### config.mk
export PLATFORM = sky130hd
export DESIGN_NAME = cmp_iter
export DESIGN_NICKNAME = d
export VERILOG_FILES = /design/src/rtl/cmp_pkg.sv /design/src/rtl/cmp_step.sv /design/src/rtl/cmp_iter.sv
export SDC_FILE = /design/constraint.sdc
export NUM_CORES = 1
export LEC_CHECK = 0
export BUFFER_PORTS_ARGS = -buffer_cell sky130_fd_sc_hd__buf_2
export CAP_MARGIN = 25
export CORE_MARGIN = 8
export CORE_UTILIZATION = 25
export DETAILED_ROUTE_END_ITERATION = 16
export PLACE_DENSITY_LB_ADDON = 0.3
export SLEW_MARGIN = 25
export SYNTH_ARGS = -nofsm -noshare
export SYNTH_HDL_FRONTEND = slang
export SYNTH_SLANG_ARGS = --single-unit
### constraint.sdc
create_clock -name clk -period 4.18 [get_ports clk]
set_input_delay 0 -clock clk [delete_from_list [all_inputs] [get_ports clk]]
set_output_delay 0 -clock clk [all_outputs]
set_load 0.005 [all_outputs]
### src/rtl/cmp_pkg.sv
// Shared definitions for the iterative comparator: function_select bit
// positions and the control state encoding.
package cmp_pkg;

  localparam int FS_MINMAX = 3;
  localparam int FS_LESS   = 2;
  localparam int FS_USIGN  = 1;
  localparam int FS_NEGATE = 0;

  typedef enum logic [1:0] {
    IDLE = 2'd0,
    RUN  = 2'd1,
    DONE = 2'd2
  } state_t;

endpackage

### src/rtl/cmp_step.sv
// One chunk of the iterative compare: unsigned less-than and equality of two
// STEP-bit slices.
module cmp_step #(
  parameter int STEP = 8
) (
  input  logic [STEP-1:0] a_chunk,
  input  logic [STEP-1:0] b_chunk,
  output logic            chunk_lt,
  output logic            chunk_eq
);

  assign chunk_lt = a_chunk < b_chunk;
  assign chunk_eq = a_chunk == b_chunk;

endmodule

### src/rtl/cmp_iter.sv
// Multi-cycle comparator: walks the operands STEP bits per cycle, MSB chunk
// first, and reports the branch condition bit or a min/max value.
module cmp_iter
  import cmp_pkg::*;
#(
  parameter int WIDTH      = 32,
  parameter int STEP       = 8,
  parameter int EARLY_EXIT = 0
) (
  input  logic             clk,
  input  logic             reset,
  input  logic             in_valid,
  output logic             in_ready,
  input  logic [WIDTH-1:0] input_a,
  input  logic [WIDTH-1:0] input_b,
  input  logic [3:0]       function_select,
  output logic             out_valid,
  input  logic             out_ready,
  output logic             result,
  output logic [WIDTH-1:0] result_value
);

  localparam int N  = WIDTH / STEP;
  localparam int CW = (N > 1) ? $clog2(N) : 1;
  localparam logic [CW-1:0]    LAST = CW'(N - 1);
  localparam logic [WIDTH-1:0] BIAS = WIDTH'(1) << (WIDTH - 1);

  state_t           state_q, state_d;
  logic [CW-1:0]    cnt_q, cnt_d;
  logic             decided_q, decided_d;
  logic             lt_q, lt_d;
  logic             out_valid_q, out_valid_d;
  logic             result_q, result_d;
  logic [WIDTH-1:0] result_value_q, result_value_d;
  logic [WIDTH-1:0] wa_q, wa_d, wb_q, wb_d;
  logic [WIDTH-1:0] a_q, a_d, b_q, b_d;
  logic [3:0]       fs_q, fs_d;

  logic accept;
  logic step_lt, step_eq;
  logic fin_eq;

  cmp_step #(.STEP(STEP)) u_step (
    .a_chunk  (wa_q[WIDTH-1 -: STEP]),
    .b_chunk  (wb_q[WIDTH-1 -: STEP]),
    .chunk_lt (step_lt),
    .chunk_eq (step_eq)
  );

  assign in_ready     = (state_q == IDLE) || (state_q == DONE && out_ready);
  assign accept       = in_valid && in_ready;
  assign out_valid    = out_valid_q;
  assign result       = result_q;
  assign result_value = result_value_q;

  always_comb begin
    state_d        = state_q;
    cnt_d          = cnt_q;
    decided_d      = decided_q;
    lt_d           = lt_q;
    out_valid_d    = out_valid_q;
    result_d       = result_q;
    result_value_d = result_value_q;
    wa_d           = wa_q;
    wb_d           = wb_q;
    a_d            = a_q;
    b_d            = b_q;
    fs_d           = fs_q;
    fin_eq         = 1'b0;

    case (state_q)
      RUN: begin
        cnt_d = cnt_q + 1'b1;
        wa_d  = wa_q << STEP;
        wb_d  = wb_q << STEP;
        if (!decided_q && !step_eq) begin
          decided_d = 1'b1;
          lt_d      = step_lt;
        end
        if (cnt_q == LAST || (EARLY_EXIT != 0 && decided_d)) begin
          state_d     = DONE;
          out_valid_d = 1'b1;
          fin_eq      = !decided_d;
          if (fs_q[FS_MINMAX]) begin
            result_d = lt_d;
            // lt selects A for min; negate flips to max. Ties fall to A.
            if (fs_q[FS_NEGATE]) result_value_d = lt_d ? b_q : a_q;
            else                 result_value_d = lt_d ? a_q : b_q;
          end else begin
            result_d       = (fs_q[FS_LESS] ? lt_d : fin_eq) ^ fs_q[FS_NEGATE];
            result_value_d = '0;
          end
        end
      end
      DONE: begin
        if (out_ready) begin
          state_d     = IDLE;
          out_valid_d = 1'b0;
        end
      end
      default: ;
    endcase

    // Loading overrides whatever DONE decided, giving the zero-bubble handoff.
    if (accept) begin
      state_d   = RUN;
      cnt_d     = '0;
      decided_d = 1'b0;
      lt_d      = 1'b0;
      a_d       = input_a;
      b_d       = input_b;
      fs_d      = function_select;
      wa_d      = function_select[FS_USIGN] ? input_a : (input_a ^ BIAS);
      wb_d      = function_select[FS_USIGN] ? input_b : (input_b ^ BIAS);
    end
  end

  always_ff @(posedge clk or posedge reset) begin
    if (reset) begin
      state_q        <= IDLE;
      cnt_q          <= '0;
      decided_q      <= 1'b0;
      lt_q           <= 1'b0;
      out_valid_q    <= 1'b0;
      result_q       <= 1'b0;
      result_value_q <= '0;
    end else begin
      state_q        <= state_d;
      cnt_q          <= cnt_d;
      decided_q      <= decided_d;
      lt_q           <= lt_d;
      out_valid_q    <= out_valid_d;
      result_q       <= result_d;
      result_value_q <= result_value_d;
    end
  end

  // Operand storage needs no reset; it is always loaded before use.
  always_ff @(posedge clk) begin
    wa_q <= wa_d;
    wb_q <= wb_d;
    a_q  <= a_d;
    b_q  <= b_d;
    fs_q <= fs_d;
  end

endmodule

==> key figures <==
Yosys
  – Count leader, synth: nand2_1
  – Distinct cells, synth: 33
  – Mapped Nets: between 600 and 700
  – Post-synth top cells: nand2_1, edfxtp_1, nand3_1
  – Synth area leader: edfxtp_1
  – Ys Warns: 0
  – Synth area leaders: edfxtp_1, dfrtp_1, nand2_1, o211ai_2, nand3_1
  – Register area share after synthesis: 67.7%
  – Post-synth EDFFs: 131
  – Asr flop ratio synth: 23.4%
  – Yosys reg bits: 171
  – Synthesized area per cell: 12.0 µm²
  – Synth Cell Area: between 7000 and 8000 µm²
  – Post-synth top flop: edfxtp_1
  – Top cell type's share of synthesized area: 54.0%
  – Mapped Cells: just over 600

Timing
  – Final Setup Violations: 0
  – Fmax: 335 MHz
  – Tmin final: about 3 ns
  – Final period util: between 70 and 80%
  – Setup_tns: 0 ns
  – Final Max Slew Viols: 0
  – Hold WS: 0.114 ns
  – Clk_skew: 0.0108 ns
  – Worst-margin pin slew: ~0.89 ns
  – Final hold vios: 0
  – Unrepaired setup endpoints after global routing: no
  – Max-slew headroom: 40.7%

Final layout
  – Layout cell share with drive strength beyond 1: 23.4%
  – Ant. Diodes: 0
  – Final core occ: 33.1%
  – Synthesis-to-finish area growth: 30.5%
  – Post-route non-filler standard cell count: 1170
  – Net count of the finished layout: 854

Hold path
  – Worst hold path class: input pin to flop

Floorplanning
  – Core area: about 29000 µm²
  – Chip width: approximately 190 µm
  – Die height: approximately 190 µm
  – Row cnt: 62
  – I/O pins: 107
  – Initial core utilization: 25.4%
  – Die Area: approximately 35000 µm²

Clock tree
  – Clock latency on the worst-skew pair: 0.43 ns
  – CTS tree: done
  – CTS clk-pin slew, worst paths: 0.07 ns
  – H-tree levels: 4
  – CTS root buffer: clkbuf_16
  – Clock sink count: ~170
  – CTS Buf Count: 17
  – Clock buffer depth: 2
  – Post-CTS Resized: 0

Global routing
  – First-pass GRT wire length: 32100 µm
  – Vias in the first global route: approximately 5400
  – Total gr overflow: 0
  – Pin count of the biggest net entering global routing: a little over 60
  – Antenna violations before repair: 0
  – Total track usage: about an eighth

Critical path
  – Worst setup SP type: flop
  – Critical path peak fanout: 34
  – Setup crit end kind: flop
  – Worst R2R Setup Slack: roughly 1.2 ns
  – CP arrival: 3.27 ns
  – Critical Path RT: 4.47 ns
  – Worst setup path class: flop to flop

Detailed routing
  – Starting DRC count in detailed routing: 323
  – Routed WL: 20300 µm
  – Drt via density: 4.34
  – WL/cell: approximately 17 µm
  – ANT nets after route: 0
  – TritonRoute pass-1 iters: 4
  – Via count: 5080
  – DRC: 0

Placement
  – GPL Wtd Cong: 0.771
  – Port bufs: 106
  – Detail Placement HPWL: 13900 µm
  – Placed Cells: 1068

Pwr
  – Power Dens Cells: 661 nW/µm²
  – P_leak: about 4.1 nW
  – VDD IR-drop max: 0.347 mV

Job
  – Max Cap Violations: 0

Status
  – Status: finished, final reports clean
## state kept, by name, indices dropped and copies added, names as in the netlist
register / count
result_value: 32
a_q: 32
b_q: 32
state_q: 2
cnt_q: 2
decided_q: 1
lt_q: 1
wa_q: 32
out_valid: 1
result: 1
wb_q: 32
fs_q: 3
## kinds of logic (layout without fill, tap and decap cells)
family          Yosys count  count (layout)  share of synthesized area (%)
fa+ha+maj                 9               9                           1.54
buf+inv                  52             231                           3.48
flops                   171             171                           67.7
simple gates            314             314                           19.4
compound gates           58              58                           7.57
xor+xnor                  3               3                          0.360
## worst paths after layout
path / startpoint / endpoint / cells after the start
min in group asynchronous: reset / result_value[24] / 3
worst max register to register: wa_q[29] / result_value[2] / 8
max in group asynchronous: reset / decided_q / 3
worst min register to register: fs_q[2] / result / 1
worst min-delay path: in_valid / wb_q[2] / 2
worst max-delay path: wa_q[29] / result_value[2] / 8
## critical path, cell delays in order, from the launching register on
cell and delay [ns]:
edfxtp_1 0.38, ha_1 0.32, nand4_1 0.18, o21ai_2 0.13, or3_1 0.44, o21ai_2 0.14
buf_4 0.39, and2_4 0.64, o211ai_1 0.19
## power breakdown
group | total (mW) | leakage, nW | internal (mW) | switching [mW]
Sequential | 2.82 | 1.79 | 2.60 | 0.218
Clock | 1.67 | 0.297 | 1.01 | 0.659
Combinational | 1.80 | 2.02 | 0.581 | 1.21
Total | 6.29 | 4.11 | 4.20 | 2.09
## final cells by class
type	count	area [µm²]
clock buffer	20	447
sequential	171	4930
fill	2888	19200
inverter	13	52.6
clock inverter	12	171
multi-input combinational	384	2110
tap	384	480
timing repair buffer	186	1320
## metal layers
metal / share of wire [%] / global-route usage (%) / vias up
met1: 48 / 15.9 / 2443
met3: 4.7 / 2.87 / 15
li1: - / - / 2490
met5: 0 / 0 / -
met2: 46 / 18.8 / 132
met4: 1.1 / 3.45 / 0
## repair_timing
action / 4_1_cts / 5_1_grt
endpoints found under the hold margin: 171 / 0
hold buffers: 70 / 0
setup endpoints to repair: 0 / 0
buffers inserted: 0 / 0
## stage by stage
step                instance area [µm²]  setup slack (ns)  total power, mW
floorplan                          7290             0.607             4.03
global placement                   8190              1.29             4.62
detailed placement                 8190              1.21             4.64
CTS                                9510              1.20             6.37
global route                       9510              1.01             6.68
finish                             9510              1.20             6.29
## cell usage in the layout (no fill, tap or decap), types with 9 or more instances in the layout
cell	Yosys	layout
dfrtp_1	40	40
clkbuf_16	0	17
buf_2	2	106
buf_4	0	9
a21oi_1	9	9
nand2_1	185	183
inv_1	12	11
and3_1	48	48
nand3_1	66	66
dlygate4sd3_1	0	70
edfxtp_1	131	131
ha_1	9	9
o211ai_2	30	30
Note: power is estimated with default switching activity, not from simulation.
